## src/rtl/splash_sequencer_pkg.sv

```systemverilog
// Shared definitions for the end-of-game splash sequencer and the splash draw modules.
package splash_sequencer_pkg;

  localparam int VGA_W = 10;

  // Frame start is the scan position where both counters sit at the origin.
  localparam logic [VGA_W-1:0] VERT_ORIGIN = '0;
  localparam logic [VGA_W-1:0] HORZ_ORIGIN = '0;

  typedef enum logic [2:0] {
    ST_IDLE  = 3'd0,
    ST_ARM   = 3'd1,
    ST_BLINK = 3'd2,
    ST_HOLD  = 3'd3,
    ST_DONE  = 3'd4
  } splash_state_t;

  function automatic int cnt_w(input int max_val);
    return (max_val <= 1) ? 1 : $clog2(max_val + 1);
  endfunction

endpackage

```

## src/rtl/splash_sequencer_if.sv

```systemverilog
// Game-side and draw-side signals of the splash sequencer.
interface splash_sequencer_if;
  import splash_sequencer_pkg::*;

  logic [VGA_W-1:0] vert;
  logic [VGA_W-1:0] horz;
  logic             win;
  logic             lose;
  logic             btn_restart;
  logic             show_success;
  logic             show_fail;
  logic             restart;
  logic             busy;

  modport master (
    output vert, horz, win, lose, btn_restart,
    input  show_success, show_fail, restart, busy
  );

  modport slave (
    input  vert, horz, win, lose, btn_restart,
    output show_success, show_fail, restart, busy
  );

endinterface

```

## src/rtl/splash_sequencer_frame_tick_gen.sv

```systemverilog
// One-clock frame_tick on the first clk of each frame, however long the VGA origin is held.
module frame_tick_gen
  import splash_sequencer_pkg::*;
(
  input  logic             clk,
  input  logic             reset,
  input  logic [VGA_W-1:0] vert,
  input  logic [VGA_W-1:0] horz,
  output logic             frame_tick
);

  logic fstart;
  logic fstart_q;

  assign fstart = (vert == VERT_ORIGIN) && (horz == HORZ_ORIGIN);

  always_ff @(posedge clk) begin
    if (reset) fstart_q <= 1'b0;
    else       fstart_q <= fstart;
  end

  assign frame_tick = fstart & ~fstart_q;

endmodule

```

## src/rtl/splash_sequencer.sv

```systemverilog
// Latches win/lose, starts the splash on a frame boundary, blinks it, holds it and
// issues a one-cycle restart pulse on a fresh button press.
module splash_sequencer
  import splash_sequencer_pkg::*;
#(
  parameter int BLINK_FRAMES    = 15,
  parameter int BLINK_TOGGLES   = 6,
  parameter int HOLD_MIN_FRAMES = 60
) (
  input logic               clk,
  input logic               reset,
  splash_sequencer_if.slave bus
);

  localparam int FCNT_MAX = (BLINK_FRAMES > HOLD_MIN_FRAMES) ? BLINK_FRAMES : HOLD_MIN_FRAMES;
  localparam int FCNT_W   = cnt_w(FCNT_MAX);
  localparam int TCNT_W   = cnt_w(BLINK_TOGGLES);

  localparam logic [FCNT_W-1:0] BLINK_LAST  = FCNT_W'(BLINK_FRAMES - 1);
  localparam logic [FCNT_W-1:0] HOLD_SAT    = FCNT_W'(HOLD_MIN_FRAMES);
  localparam logic [TCNT_W-1:0] TOGGLE_LAST = TCNT_W'(BLINK_TOGGLES - 1);

  splash_state_t     state, state_nxt;
  logic [FCNT_W-1:0] frame_cnt, frame_cnt_nxt;
  logic [TCNT_W-1:0] toggle_cnt, toggle_cnt_nxt;
  logic              visible, visible_nxt;
  logic              is_win, is_win_nxt;
  logic              btn_q;
  logic              btn_rise;
  logic              frame_tick;
  logic              splash_on;
  logic              show_success_d, show_fail_d, restart_d, busy_d;

  frame_tick_gen u_frame_tick_gen (
    .clk        (clk),
    .reset      (reset),
    .vert       (bus.vert),
    .horz       (bus.horz),
    .frame_tick (frame_tick)
  );

  assign btn_rise = bus.btn_restart & ~btn_q;

  always_ff @(posedge clk) begin
    if (reset) begin
      state      <= ST_IDLE;
      frame_cnt  <= '0;
      toggle_cnt <= '0;
      visible    <= 1'b0;
      is_win     <= 1'b0;
      btn_q      <= 1'b0;
    end else begin
      state      <= state_nxt;
      frame_cnt  <= frame_cnt_nxt;
      toggle_cnt <= toggle_cnt_nxt;
      visible    <= visible_nxt;
      is_win     <= is_win_nxt;
      btn_q      <= bus.btn_restart;
    end
  end

  always_comb begin
    state_nxt      = state;
    frame_cnt_nxt  = frame_cnt;
    toggle_cnt_nxt = toggle_cnt;
    visible_nxt    = visible;
    is_win_nxt     = is_win;
    case (state)
      ST_IDLE: begin
        if (bus.win || bus.lose) begin
          state_nxt  = ST_ARM;
          is_win_nxt = bus.win;
        end
      end
      ST_ARM: begin
        if (frame_tick) begin
          state_nxt      = ST_BLINK;
          visible_nxt    = 1'b1;
          frame_cnt_nxt  = '0;
          toggle_cnt_nxt = '0;
        end
      end
      ST_BLINK: begin
        if (frame_tick) begin
          if (frame_cnt == BLINK_LAST) begin
            frame_cnt_nxt  = '0;
            visible_nxt    = ~visible;
            toggle_cnt_nxt = toggle_cnt + TCNT_W'(1);
            // Final toggle lands visible because the toggle count is even.
            if (toggle_cnt == TOGGLE_LAST) begin
              state_nxt   = ST_HOLD;
              visible_nxt = 1'b1;
            end
          end else begin
            frame_cnt_nxt = frame_cnt + FCNT_W'(1);
          end
        end
      end
      ST_HOLD: begin
        visible_nxt = 1'b1;
        if (frame_tick && (frame_cnt != HOLD_SAT)) frame_cnt_nxt = frame_cnt + FCNT_W'(1);
        if (btn_rise && (frame_cnt == HOLD_SAT)) state_nxt = ST_DONE;
      end
      ST_DONE: state_nxt = ST_IDLE;
      default: state_nxt = ST_IDLE;
    endcase
  end

  always_comb begin
    splash_on      = (state == ST_BLINK) || (state == ST_HOLD);
    show_success_d = visible & is_win & splash_on;
    show_fail_d    = visible & ~is_win & splash_on;
    restart_d      = (state == ST_DONE);
    busy_d         = (state != ST_IDLE);
  end

  always_ff @(posedge clk) begin
    if (reset) begin
      bus.show_success <= 1'b0;
      bus.show_fail    <= 1'b0;
      bus.restart      <= 1'b0;
      bus.busy         <= 1'b0;
    end else begin
      bus.show_success <= show_success_d;
      bus.show_fail    <= show_fail_d;
      bus.restart      <= restart_d;
      bus.busy         <= busy_d;
    end
  end

endmodule

```

## src/flat_wrapper.sv

```systemverilog
// flat-port wrapper written by rule: the top's interface ports become plain ports
module splash_sequencer_flat import splash_sequencer_pkg::*;
#(
  parameter int BLINK_FRAMES    = 15,
  parameter int BLINK_TOGGLES   = 6,
  parameter int HOLD_MIN_FRAMES = 60
)
  (clk, reset, bus_vert, bus_horz, bus_win, bus_lose, bus_btn_restart, bus_show_success, bus_show_fail, bus_restart, bus_busy);
  splash_sequencer_if bus_i ();
  input logic clk;
  input logic reset;
  input wire logic [$bits(bus_i.vert)-1:0] bus_vert;
  input wire logic [$bits(bus_i.horz)-1:0] bus_horz;
  input wire logic [$bits(bus_i.win)-1:0] bus_win;
  input wire logic [$bits(bus_i.lose)-1:0] bus_lose;
  input wire logic [$bits(bus_i.btn_restart)-1:0] bus_btn_restart;
  output wire logic [$bits(bus_i.show_success)-1:0] bus_show_success;
  output wire logic [$bits(bus_i.show_fail)-1:0] bus_show_fail;
  output wire logic [$bits(bus_i.restart)-1:0] bus_restart;
  output wire logic [$bits(bus_i.busy)-1:0] bus_busy;
  assign bus_i.vert = bus_vert;
  assign bus_i.horz = bus_horz;
  assign bus_i.win = bus_win;
  assign bus_i.lose = bus_lose;
  assign bus_i.btn_restart = bus_btn_restart;
  assign bus_show_success = bus_i.show_success;
  assign bus_show_fail = bus_i.show_fail;
  assign bus_restart = bus_i.restart;
  assign bus_busy = bus_i.busy;
  splash_sequencer #(.BLINK_FRAMES(BLINK_FRAMES), .BLINK_TOGGLES(BLINK_TOGGLES), .HOLD_MIN_FRAMES(HOLD_MIN_FRAMES)) u_core (.clk(clk), .reset(reset), .bus(bus_i));
endmodule
```

## config.mk

```make
export PLATFORM = sky130hd
export DESIGN_NAME = splash_sequencer_flat
export DESIGN_NICKNAME = d
export VERILOG_FILES = /design/src/rtl/splash_sequencer_pkg.sv /design/src/rtl/splash_sequencer_if.sv /design/src/rtl/splash_sequencer_frame_tick_gen.sv /design/src/rtl/splash_sequencer.sv /design/src/flat_wrapper.sv
export SDC_FILE = /design/constraint.sdc
export NUM_CORES = 1
export LEC_CHECK = 0
export BUFFER_PORTS_ARGS = -buffer_cell sky130_fd_sc_hd__clkbuf_2
export CORE_AREA = 2 2 70 72
export CTS_BUF_LIST = sky130_fd_sc_hd__clkbuf_2
export CTS_CLUSTER_SIZE = 20
export DETAILED_ROUTE_END_ITERATION = 10
export DIE_AREA = 0 0 72 74
export GPL_TIMING_DRIVEN = 0
export PLACE_DENSITY_LB_ADDON = 0.15
export SKIP_CTS_REPAIR_TIMING = 1
export SYNTH_ARGS = -nofsm -noshare
export SYNTH_HDL_FRONTEND = slang
export SYNTH_HIERARCHICAL = 1
export SYNTH_SLANG_ARGS = --single-unit
export TNS_END_PERCENT = 50
```

## constraint.sdc

```tcl
create_clock -name clk -period 6.29 [get_ports clk]
set_clock_uncertainty 0.05 [all_clocks]
set_input_delay 1.258 -clock clk [delete_from_list [all_inputs] [get_ports clk]]
set_output_delay 1.258 -clock clk [all_outputs]
set_load 0.01 [all_outputs]
```

==> Word level (Yosys, flattened, before mapping) <==
Index checks and enable logic that the tools add are counted.
{ "word_totals": {"regBits": 20, "latch_bits": 0, "elab_cells": 75, "ramBits": 0, "mem_count": 0, "romBits": 0} }
{ "classes": {"multipliers": 0, "bitwise": 10, "add_sub_neg": 2, "magnitude_cmp": 0, "mux": 21, "n_reduce_logical": 16, "n_div": 0, "shift": 0, "eq_ne": 15} }
{ "ops": {"columns": ["operator", "n"], "rows": [
  ["2-to-1 mux 3 bit", 9],
  ["2-to-1 mux 6 bit", 4],
  ["zero test 10 bit", 2],
  ["case mux 6 bit (3 select lines)", 1],
  ["!= test 2 x 1 -> 1 bit (second input constant)", 7],
  ["case mux 3 bit (4 select lines)", 1],
  ["AND reduction 4 bit", 3],
  ["adder 6 x 1 -> 6 bit (second input constant)", 1],
  ["AND 1 bit", 6],
  ["equality test 3 x 2 -> 1 bit (second input constant)", 2],
  ["equality test 3 bit (second input constant)", 2],
  ["equality test 6 x 4 -> 1 bit (second input constant)", 1],
  ["equality test 6 bit (second input constant)", 1],
  ["!= test 6 bit (second input constant)", 1],
  ["case mux 3 bit (2 select lines)", 1],
  ["AND reduction 6 bit", 1],
  ["nonzero test 3 bit", 2],
  ["2-to-1 mux 1 bit", 4],
  ["inverter 1 bit", 4],
  ["adder 3 x 1 -> 3 bit (second input constant)", 1],
  ["equality test 3 x 1 -> 1 bit (second input constant)", 1],
  ["logical AND 1 bit", 3],
  ["zero test 3 bit", 1],
  ["case mux 1 bit (3 select lines)", 1],
  ["3 further kinds", 4]
]} }

==> Depth between registers and ports, before layout <==
Gate-level depths: netlist (run 1).
{ "depth": {"ltp_word": 6, "mapped_depth": 7} }

==> Modules after synthesis <==
Netlist (run 1), hierarchy kept.
{ "modules_own_cells": {"columns": ["module", "area_per_inst_um2", "seq_area_each_um2", "n_inst", "cells_per_inst"], "rows": [
  ["splash_sequencer", 1028.5, 380.4, 1, 124],
  ["frame_tick_gen", 72.6, 20.0, 1, 9]
]} }

==> Worst setup path after synthesis (run 1) <==
Ideal clock, no wire load.
{ "synth_timing": {"path_kind": "input-to-reg", "start": "in bus_horz[2]", "end": "reg u_core.frame_cnt[2]", "path_slack_ps": 3084, "t_required_ps": 6166, "arrival_time_ps": 3081, "setup_ps": 74, "stages": 6, "path_buffers": 0, "cell_sequence": "or4_4 nor3_1 nor2b_1 o211ai_1 or4_1 a31oi_1"} }
{ "synth_via": {"elab_chain_cells": 6} }
{ "synth_rtl": {"columns": ["item", "line_no", "text"], "rows": [
  ["from (decl)", "flat_wrapper.sv:13", "input wire logic [$bits(bus_i.horz)-1:0] bus_horz;"],
  ["zero test 10 bit (*)", "splash_sequencer_frame_tick_gen.sv:15", "assign fstart = (vert == VERT_ORIGIN) && (horz == HORZ_ORIGIN);"],
  ["logical AND 1 bit (*)", "splash_sequencer_frame_tick_gen.sv:15", null],
  ["AND 1 bit (*)", "splash_sequencer_frame_tick_gen.sv:22", "assign frame_tick = fstart & ~fstart_q;"],
  ["via u_core.frame_tick", "splash_sequencer.sv:30", "logic frame_tick;"],
  ["logical AND 1 bit", "splash_sequencer.sv:101", "if (frame_tick && (frame_cnt != HOLD_SAT)) frame_cnt_nxt = frame_cnt + FCNT_W'(1);"],
  ["!= test 2 x 1 -> 1 bit (no source line)", null, null],
  ["AND reduction 4 bit (no source line) (*)", null, null],
  ["to (signal assigned)", "splash_sequencer.sv:54", "frame_cnt <= frame_cnt_nxt;"],
  ["to (decl)", "splash_sequencer.sv:24", "logic [FCNT_W-1:0] frame_cnt, frame_cnt_nxt;"]
]} }
Mark *: on every way through the listed nets, which the timed path passes. The rest lies on a longest branch.
A chain may end at the register's enable or synchronous reset.

==> Worst setup path after layout (run 1) <==
Ends and elaborated chain as after synthesis.

==> flow_summary.yaml, run 1 <==
run_status:
  status: "finished clean"
floorplanning:
  core_area_sq_um: 4600
  initial_core_util_pct: 23.9
  die_h_um: 74
  std_cell_rows: 25
  fp.dieW_um: 72
  die_area_sq_um: 5330
  total_i_o_pin_count: 29
clocking:
  clock_tree.root_cell: "clkbuf_2"
  maximum_level_of_the_cts_h_tree: 1
  insertion_delay_ns: 0.33
  cts_num_sinks: 20
  tritoncts_clock_tree: "yes"
  clk_path_buf_depth: 2
  cts_buffers: 3
  clkSlewWorstSetupHoldPaths_ns: 0.22
worst_hold_path:
  min_path_cells: 2
  worstHoldPathType: "register to register"
logic_synthesis:
  synth_top_cells_by_count: "20 x dfxtp_1, 8 x inv_1, 8 x nand2_1, 8 x nor3_1"
  synthesis.yosys.warnings: 6
  mappedNetlistNets: 163
  post_synth_inst_count: 133
  post_synth_arst_share_pct: 0
  top_cells_by_area_in_the_synthesized_netlist: "dfxtp_1 36%, ha_1 5.7%, nor3_1 3.6%"
  area_share_of_the_largest_cell_type_after_synthesis_pct: 36.4
  post_synth_instance_area_sq_um: 1100
  ys_ff_latch: 20
  synth_top_cell_by_area: "dfxtp_1"
  yosys.cell_types.count: 38
  most_common_cell_in_the_netlist: "dfxtp_1"
  number_of_flops_mapped_to_enable_cells_by_yosys: 0
  synth_ff_type: "dfxtp_1"
  syn_avg_cell_area_sq_um: 8.28
  synth.yosys.seq_area_share_pct: 36.4
setup_path:
  timing.critical_path.buf_inv: 1
  worst_path_largest_cell_delay_ns: 0.55
  start_kind: "primary input"
  slowest_stage: "or4_1"
  crit_path_max_fo: 8
  end_kind: "register"
  timing.critical_path.arrival_ns: 3.45
  path_cells: "clkbuf_2 -> or4_4 -> nor3_1 -> nor2b_1 -> o211ai_1 -> or4_1 -> a31oi_1"
  timing.critical_path.depth: 7
  timing.critical_path.max_delay_family: "simple AND/OR/NAND/NOR gates"
  timing_worst_setup_path_type: "primary input to register"
  worst_r2r_path_depth: 6
  crit_required_ns: 6.51
power_and_ir_drop:
  power.density_nw_per_um2: 254
  leakage_nw: 0.497
  vdd_drop_max_uv: 121
timing:
  timing_hold_violations_final: 0
  rsz0062_at_grt: "no"
  fin_setup_tns_ns: 0
  tightestPinTransition_ns: 0.643
  min_period_over_period_pct: 51.4
  max_freq_ghz: 0.309
  setup_violations: 0
  fin_crit_ns: 3.24
  timing.max_slew.rel_slack_pct: 57.0
  final-max-slew-violation-count: 0
grt:
  antenna_found_initial: 0
  grt_start_max_net_pins: 13
  overflow: 0
  global_route.usage.total_pct: 11.7
  first_pass_grt_wire_length_um: 4890
  via_count_of_the_first_global_routing_pass: 1138
route:
  wl_per_cell_um: 13.1
  drt-vias-per-instance: 5.08
  detail_route.drc_violations: 0
  detailedRoute.firstIterationViolations: 73
  final_antenna_net_count: 0
  drt-pass1-iter-count: 4
  routed-via-count: 1112
  totalWireLength_um: 2860
placed_design:
  place.detailed.hpwl_um: 2180
  numPortBuffers: 28
  postPlaceCellArea_sq_um: 1310
  finalWeightedCongestion: 0.862
final_layout:
  sequential_cell_area_sq_um: 400
  final_cell_area_sq_um: 1350
  reg_top3: "u_core/frame_cnt: 6 flops, u_core/state: 3 flops, u_core/toggle_cnt: 3 flops"
  largest_register_ff_count: 6
  multi_input_comb_area_sq_um: 648
  antennaDiodeCount: 0
  filler_instances: 492
  syn2layout_area_growth_pct: 23.0
  top_register: "u_core/frame_cnt"
  finish.net_count: 196
  post_route_cells_drive_above_1_share_pct: 23.6
run:
  number_of_max_cap_violations: 0
-- cell usage in the layout (no fill, tap or decap), types with 2 or more instances in the layout --
master / n
nand3_1: 7
nor3_1: 8
or4_1: 2
nor2b_1: 6
nor4b_1: 2
nand3b_1: 3
nor4_1: 5
nand2_1: 8
a31oi_1: 4
inv_1: 8
ha_1: 5
dfxtp_1: 20
o21ai_0: 6
o31ai_1: 2
a21oi_1: 3
clkbuf_1: 6
or2_2: 2
a32oi_1: 2
nor2_1: 7
and2_1: 2
clkbuf_2: 31
nand2b_1: 4
mux2i_1: 2
nand4_1: 4
-- layout make-up --
| class | instances | share of cell area, % |
|---|---|---|
| plain buffers | 6 | 1.66 |
| well taps | 54 | 4.99 |
| clock buffers | 3 | 1.11 |
| flip-flops and latches | 20 | 29.6 |
| inverters | 8 | 2.22 |
| repair buffers | 28 | 10.4 |
| clock inverters | 1 | 2.22 |
| multi-input cells | 99 | 47.9 |
-- power breakdown --
part	leakage, nW	internal, W	total (W)	switching, W
logic	0.308	0.0000359	0.0000937	0.0000579
clock network	0.0266	0.0000548	0.0000987	0.0000438
registers	0.162	0.000140	0.000152	0.0000116
-- metrics by stage --
stage          util (%)  total power (W)  hold slack, ns  worst slack [ns]  cells
3_5_place_dp       28.5         0.000247           0.416              2.64    215
3_3_place_gp       28.5         0.000246           0.410              2.67    215
2_1_floorplan         -         0.000216           0.364              3.08    133
4_1_cts            29.4         0.000349           0.442              3.00    219
5_1_grt            29.4         0.000368           0.469              2.79    219
6_report           29.4         0.000344           0.439              3.05    219
-- worst register-to-register path, stage by stage (launching register included) --
cell and delay (ns):
dfxtp_1 0.39, inv_1 0.09, ha_1 0.14, or3b_4 0.42, or3_4 0.39, or4_1 0.40, a31oi_1 0.19
-- kinds of logic after synthesis --
logic type	synth area share (%)
compound gates	15.9
fa+ha+maj	5.68
buf+inv	4.77
flops	36.4
mux	1.82
simple gates	35.5
-- metal layers --
layer / vias to the layer above / track usage, % / wire length, um
met2: 31 / 19.0 / 1300
met5: - / 0 / 0
li1: 556 / - / -
met1: 518 / 14.1 / 1340
met3: 7 / 3.25 / 148
met4: 0 / 6.29 / 73
-- path summary, 6_finish.rpt --
check,start,slack [ns],to
hold / removal,u_core/toggle_cnt[1],0.44,u_core/toggle_cnt[1]
hold reg to reg,u_core/toggle_cnt[1],0.44,u_core/toggle_cnt[1]
setup reg to reg,u_core/frame_cnt[0],4.18,u_core/toggle_cnt[0]
setup / recovery,bus_horz[2],3.05,u_core/frame_cnt[2]
Note: power is estimated with default switching activity, not from simulation.
==> inputs of run 2 (changes only) <==
--- a/config.mk
+++ b/config.mk
@@ -5,12 +5,13 @@
 export SDC_FILE = /design/constraint.sdc
 export NUM_CORES = 1
 export LEC_CHECK = 0
+export ABC_AREA = 1
 export BUFFER_PORTS_ARGS = -buffer_cell sky130_fd_sc_hd__clkbuf_2
-export CORE_AREA = 2 2 70 72
+export CORE_AREA = 2 2 74 76
 export CTS_BUF_LIST = sky130_fd_sc_hd__clkbuf_2
 export CTS_CLUSTER_SIZE = 20
 export DETAILED_ROUTE_END_ITERATION = 10
-export DIE_AREA = 0 0 72 74
+export DIE_AREA = 0 0 76 78
 export GPL_TIMING_DRIVEN = 0
 export PLACE_DENSITY_LB_ADDON = 0.15
 export SKIP_CTS_REPAIR_TIMING = 1
==> constraint.sdc (replaced) <==
create_clock -name clk -period 3.1 [get_ports clk]
set_clock_uncertainty 0.05 [all_clocks]
set_input_delay 0.62 -clock clk [delete_from_list [all_inputs] [get_ports clk]]
set_output_delay 0.62 -clock clk [all_outputs]
set_load 0.01 [all_outputs]
==> run 2 against run 1 <==
  * First-iteration DRC count decreased by 38%
  * Count of clock-buffer cells in the layout unchanged
  * Hold slack lost 0.056 ns
  * Sequential cell count unchanged
  * Final cell count rose by 34%
  * Total power increased to 2.5 times the previous value
  * Design area up 10%
  * Core utilization increased by 0.16 points
  * Global-route usage decreased by 1.6 points
  * Via count increased by 7.1%
  * Die area is 11% higher
==> flow_summary.yaml, run 2 <==
setup_path:
  path_cells: "clkbuf_2 -> nor2_1 -> nand2_1 -> nor2_1 -> nand3_1 -> nor2_1 -> inv_1 -> nand3_1 -> nand2_2 -> nor2_8 -> nand2_4 -> o21ai_1 -> nor2_1"
  crit_required_ns: 3.29
  worst_path_largest_cell_delay_ns: 0.24
  worst_path_most_repeated_cell: "nor2_1"
  crit_path_max_fo: 7
  worst_r2r_startpoint: "u_core/frame_cnt[0]"
  timing_worst_setup_path_type: "primary input to register"
  timing.critical_path.buf_inv: 2
  end_kind: "register"
  worst_r2r_path_depth: 10
  slowest_stage: "nor2_1"
  worstReg2RegEnd: "u_core/state[0]"
  start_kind: "primary input"
  timing.critical_path.max_delay_family: "simple AND/OR/NAND/NOR gates"
  reg2reg_setup_slack_ns: 1.52
  timing.critical_path.arrival_ns: 2.14
grt:
  antenna_found_initial: 0
  grt.met3_usage_pct: 1.51
  overflow: 0
  grt-busiest-layer: "met2"
  global_route.usage.total_pct: 10.1
  first_pass_grt_wire_length_um: 4960
  met2_layer_usage_reported_by_global_route_pct: 17.3
  via_count_of_the_first_global_routing_pass: 1180
  global_route.usage.met1_pct: 12.3
  grt_start_max_net_pins: 12
route:
  detail_route.drc_violations: 0
  totalWireLength_um: 2660
  drt-vias-per-instance: 4.06
  drt-pass1-iter-count: 4
  wl_per_cell_um: 9.08
  routed-via-count: 1191
  final_antenna_net_count: 0
  detailedRoute.firstIterationViolations: 45
floorplanning:
  fp.dieW_um: 76
  initial_core_util_pct: 24.7
  total_i_o_pin_count: 29
  core_area_sq_um: 5040
  die_area_sq_um: 5930
  std_cell_rows: 26
  die_h_um: 78
final_layout:
  reg_top3: "u_core/frame_cnt: 6 flops, u_core/state: 3 flops, u_core/toggle_cnt: 3 flops"
  final_cell_area_sq_um: 1490
  finish.net_count: 254
  top_register: "u_core/frame_cnt"
  final_common_cell: "nand2_1"
  filler_instances: 564
  layoutNonFillerInstCount: 293
  multi_input_comb_area_sq_um: 747
  antennaDiodeCount: 0
  post_route_cells_drive_above_1_share_pct: 25.6
  largest_register_ff_count: 6
  sequential_cell_area_sq_um: 400
  layout.cells.most_common_list: "44 x nand2_1, 40 x nor2_1, 31 x clkbuf_2"
  syn2layout_area_growth_pct: 19.8
placed_design:
  place.detailed.hpwl_um: 2130
  finalWeightedCongestion: 0.713
  numPortBuffers: 28
  numPlacedInstances: 289
  post-place-ws_ns: 0.759
  postPlaceCellArea_sq_um: 1470
run:
  number_of_max_cap_violations: 0
timing:
  final-max-slew-violation-count: 0
  timing_hold_violations_final: 0
  setup_violations: 0
  timing.max_slew.rel_slack_pct: 65.5
  fin_crit_ns: 1.95
  tightestPinTransition_ns: 0.518
  rsz0062_at_grt: "no"
  finalWorstSetupSlack_ns: 1.15
  min_period_over_period_pct: 62.9
  fin_setup_tns_ns: 0
  max_freq_ghz: 0.513
logic_synthesis:
  synth.yosys.seq_area_share_pct: 32.1
  synth_top_cells_by_count: "44 x nand2_1, 40 x nor2_1, 20 x dfxtp_1, 20 x inv_1, 18 x nand3_1"
  yosys.cell_types.count: 26
  post_synth_arst_share_pct: 0
  post_synth_instance_area_sq_um: 1250
  synthesis.yosys.warnings: 6
  top_cells_by_area_in_the_synthesized_netlist: "dfxtp_1 32%, nand2_1 13%, nor2_1 12%"
  number_of_flops_mapped_to_enable_cells_by_yosys: 0
  most_common_cell_in_the_netlist: "nand2_1"
  syn_avg_cell_area_sq_um: 6.52
  synth_ff_type: "dfxtp_1"
  post_synth_inst_count: 191
  synth_top_cell_by_area: "dfxtp_1"
  area_share_of_the_largest_cell_type_after_synthesis_pct: 32.1
  ys_ff_latch: 20
  mappedNetlistNets: 221
power_and_ir_drop:
  vdd_drop_max_uv: 142
  leakage_nw: 0.683
  power.density_nw_per_um2: 586
run_status:
  status: "finished clean"
worst_hold_path:
  worstHoldPathType: "primary input to register"
  hold_path_startpoint: "reset"
  min_path_cells: 2
  worst_hold_path.endpoint: "u_core/u_frame_tick_gen/fstart_q"
clocking:
  cts_buffers: 3
  clk_path_buf_depth: 2
  tritoncts_clock_tree: "yes"
  clkSlewWorstSetupHoldPaths_ns: 0.21
  clock_tree.root_cell: "clkbuf_2"
  maximum_level_of_the_cts_h_tree: 1
  cts_num_sinks: 20
  insertion_delay_ns: 0.32
[run 2: per-stage QoR]
stage          utilization (%)  power [W]  hold slack (ns)
2_1_floorplan                -   0.000679            0.365
3_5_place_dp              29.2   0.000770            0.401
3_3_place_gp              29.2   0.000780            0.393
4_1_cts                   29.6   0.000890            0.352
6_report                  29.6   0.000875            0.383
5_1_grt                   29.6   0.000968            0.324
[run 2: layout make-up]
class                   instances  share of cell area (%)
clock buffers                   3                    1.01
plain buffers                   2                   0.587
multi-input cells             145                    50.0
clock inverters                 1                   0.251
well taps                      70                    5.87
repair buffers                 28                    9.39
flip-flops and latches         20                    26.8
inverters                      24                    6.04
[run 2: worst register-to-register path: cells and delay by family (launching register included)]
| kind | cells | cell delay, ns |
|---|---|---|
| buffers and inverters | 1 | 0.13 |
| flip-flops | 1 | 0.36 |
| adder cells (fa/ha/maj) | 1 | 0.17 |
| AND/OR/NAND/NOR | 8 | 0.84 |
[run 2: kinds of logic (layout without fill, tap and decap cells)]
logic type                 Yosys count  count (layout)  share of synthesized area [%]
AOI/OAI and AO/OA                   14              14                           7.73
adders and majority gates            5               5                           5.02
buffers and inverters               26              58                           7.93
DFF                                 20              20                           32.1
and+or+nand+nor                    126             126                           47.2
[run 2: layer usage]
layer  routed length (um)  vias to the layer above
li1                     -                      657
met1                 1310                      498
met2                 1150                       32
met3                  152                        4
met4                   49                        0
met5                    0                        -
[run 2: worst max-delay path by stage]
stage / start / endpoint / slack [ns] / cells after the start
final: bus_horz[7] / u_core/frame_cnt[0] / 1.15 / 13
after global routing: bus_horz[3] / u_core/frame_cnt[5] / 0.97 / 14
after CTS: bus_horz[7] / u_core/frame_cnt[0] / 1.13 / 13
after detailed placement: bus_horz[7] / u_core/frame_cnt[0] / 0.76 / 13
after global placement: bus_horz[7] / u_core/frame_cnt[0] / 0.73 / 13
after floorplan: bus_horz[7] / u_core/frame_cnt[0] / 1.10 / 12
[run 2: where the power goes]
group | leakage, nW | switching [W] | internal [W]
combinational | 0.507 | 0.000291 | 0.000152
sequential | 0.163 | 0.0000301 | 0.000289
clock | 0.0140 | 0.0000849 | 0.0000280
total | 0.683 | 0.000406 | 0.000469
==> inputs of run 3 (changes only) <==
==> constraint.sdc (replaced) <==
create_clock -name clk -period 1.85 [get_ports clk]
set_clock_uncertainty 0.05 [all_clocks]
set_input_delay 0.37 -clock clk [delete_from_list [all_inputs] [get_ports clk]]
set_output_delay 0.37 -clock clk [all_outputs]
set_load 0.01 [all_outputs]
==> run 3 against run 2 <==
  * Non-clock buffer count stayed put
  * Critical path type unchanged
  * Highest routed layer unchanged
  * Total power is 68% higher
  * Hold slack worse by 0.25 ns
  * Largest power group unchanged
  * First-iteration DRC count stayed put
==> flow_summary.yaml, run 3 (synthesis results as in run 2) <==
run_status:
  status: "finished clean"
final_layout:
  reg_top3: "u_core/frame_cnt: 6 flops, u_core/state: 3 flops, u_core/toggle_cnt: 3 flops"
  layout.cells.most_common_list: "44 x nand2_1, 39 x nor2_1, 31 x clkbuf_2"
  final_common_cell: "nand2_1"
  top_register: "u_core/frame_cnt"
  finish.net_count: 254
  antennaDiodeCount: 0
  post_route_cells_drive_above_1_share_pct: 26.0
  syn2layout_area_growth_pct: 20.0
  final_cell_area_sq_um: 1500
  largest_register_ff_count: 6
timing:
  timing.max_slew.rel_slack_pct: 65.5
  setup_violations: 0
  final-max-slew-violation-count: 0
  fin_crit_ns: 1.61
  timing_hold_violations_final: 0
  min_period_over_period_pct: 86.8
  max_freq_ghz: 0.622
  tightestPinTransition_ns: 0.518
  rsz0062_at_grt: "no"
floorplanning:
  die_h_um: 78
  initial_core_util_pct: 24.7
  core_area_sq_um: 5040
  fp.dieW_um: 76
  std_cell_rows: 26
  total_i_o_pin_count: 29
  die_area_sq_um: 5930
clocking:
  clock_tree.root_cell: "clkbuf_2"
  tritoncts_clock_tree: "yes"
  clkSlewWorstSetupHoldPaths_ns: 0.21
  clk_path_buf_depth: 2
  insertion_delay_ns: 0.32
  maximum_level_of_the_cts_h_tree: 1
  cts_num_sinks: 20
  cts_buffers: 3
power_and_ir_drop:
  leakage_nw: 0.683
  vdd_drop_max_uv: 237
  total_power_w: 0.00147
  power.density_nw_per_um2: 981
route:
  detail_route.drc_violations: 0
  wl_per_cell_um: 9.08
  detailedRoute.firstIterationViolations: 45
  final_antenna_net_count: 0
  totalWireLength_um: 2660
  drt-vias-per-instance: 4.06
  drt-pass1-iter-count: 4
  routed-via-count: 1191
grt:
  grt_start_max_net_pins: 12
  antenna_found_initial: 0
  first_pass_grt_wire_length_um: 4960
  via_count_of_the_first_global_routing_pass: 1180
  overflow: 0
  global_route.usage.total_pct: 10.1
run:
  number_of_max_cap_violations: 0
setup_path:
  crit_path_max_fo: 7
  timing.critical_path.arrival_ns: 1.80
  worst_r2r_path_depth: 10
  worstReg2RegEnd: "u_core/state[0]"
  timing_worst_setup_path_type: "primary input to register"
  start_kind: "primary input"
  reg2reg_setup_slack_ns: 0.27
  crit_required_ns: 2.04
  worst_r2r_startpoint: "u_core/frame_cnt[0]"
  end_kind: "register"
worst_hold_path:
  worst_hold_path.endpoint: "u_core/u_frame_tick_gen/fstart_q"
  min_path_cells: 2
  hold_path_startpoint: "reset"
  worstHoldPathType: "primary input to register"
placed_design:
  numPortBuffers: 28
  place.detailed.hpwl_um: 2130
  postPlaceCellArea_sq_um: 1470
  finalWeightedCongestion: 0.713
## run 3: cell types whose count changed in the layout (fill, tap and decap cells not counted)
cell | before | now
nor2_2 | 7 | 8
nor2_1 | 40 | 39
## run 3: worst max-delay path: stages
cell,delay [ns]
clkbuf_2,0.08
nor2_1,0.10
nand2_1,0.06
nor2_1,0.11
nand3_1,0.11
nor2_2,0.18
inv_1,0.15
nand3_1,0.13
nand2_2,0.10
nor2_8,0.16
nand2_4,0.07
o21ai_1,0.13
nor2_1,0.05
## run 3: worst max-delay path by stage
stage,from,endpoint,slack (ns),cells past startpoint
after detailed placement,bus_horz[7],u_core/frame_cnt[0],-0.24,13
after CTS,bus_horz[7],u_core/frame_cnt[0],0.13,13
final,bus_horz[7],u_core/frame_cnt[0],0.24,13
after global routing,bus_horz[3],u_core/frame_cnt[5],0.08,14
after floorplan,bus_horz[7],u_core/frame_cnt[0],0.10,12
after global placement,bus_horz[7],u_core/frame_cnt[0],-0.27,13
## run 3: where the power goes
part | switching [W] | internal (W) | leakage [nW] | total, W
Clock | 0.000142 | 0.0000470 | 0.0140 | 0.000189
Sequential | 0.0000504 | 0.000485 | 0.163 | 0.000535
Combinational | 0.000488 | 0.000255 | 0.506 | 0.000742
## run 3: routing by layer
layer	GRT usage (%)	wire length (um)	part of all wire, %	vias to the layer above
li1	-	-	-	657
met1	12.3	1310	49	498
met2	17.3	1150	43	32
met3	1.51	152	5.7	4
met4	5.27	49	1.8	0
met5	0	0	0	-
## run 3: final cells by class
| cell class | instances | area (sq um) |
|---|---|---|
| fillers | 565 | 3550 |
| multi-input cells | 145 | 749 |
| flip-flops and latches | 20 | 400 |
| repair buffers | 28 | 140 |
| inverters | 24 | 90.1 |
| well taps | 70 | 87.6 |
| clock buffers | 3 | 15.0 |
| plain buffers | 2 | 8.76 |
| clock inverters | 1 | 3.75 |
## run 3: stage by stage
step | setup TNS (ns) | setup slack, ns | hold WS [ns] | util [%] | cells
after floorplan | 0 | 0.101 | 0.365 | - | 191
after global placement | -2.07 | -0.268 | 0.393 | 29.2 | 289
after detailed placement | -1.94 | -0.241 | 0.401 | 29.2 | 289
after CTS | 0 | 0.126 | 0.102 | 29.6 | 293
after global routing | 0 | 0.0782 | 0.0742 | 29.7 | 293
final | 0 | 0.243 | 0.133 | 29.7 | 293
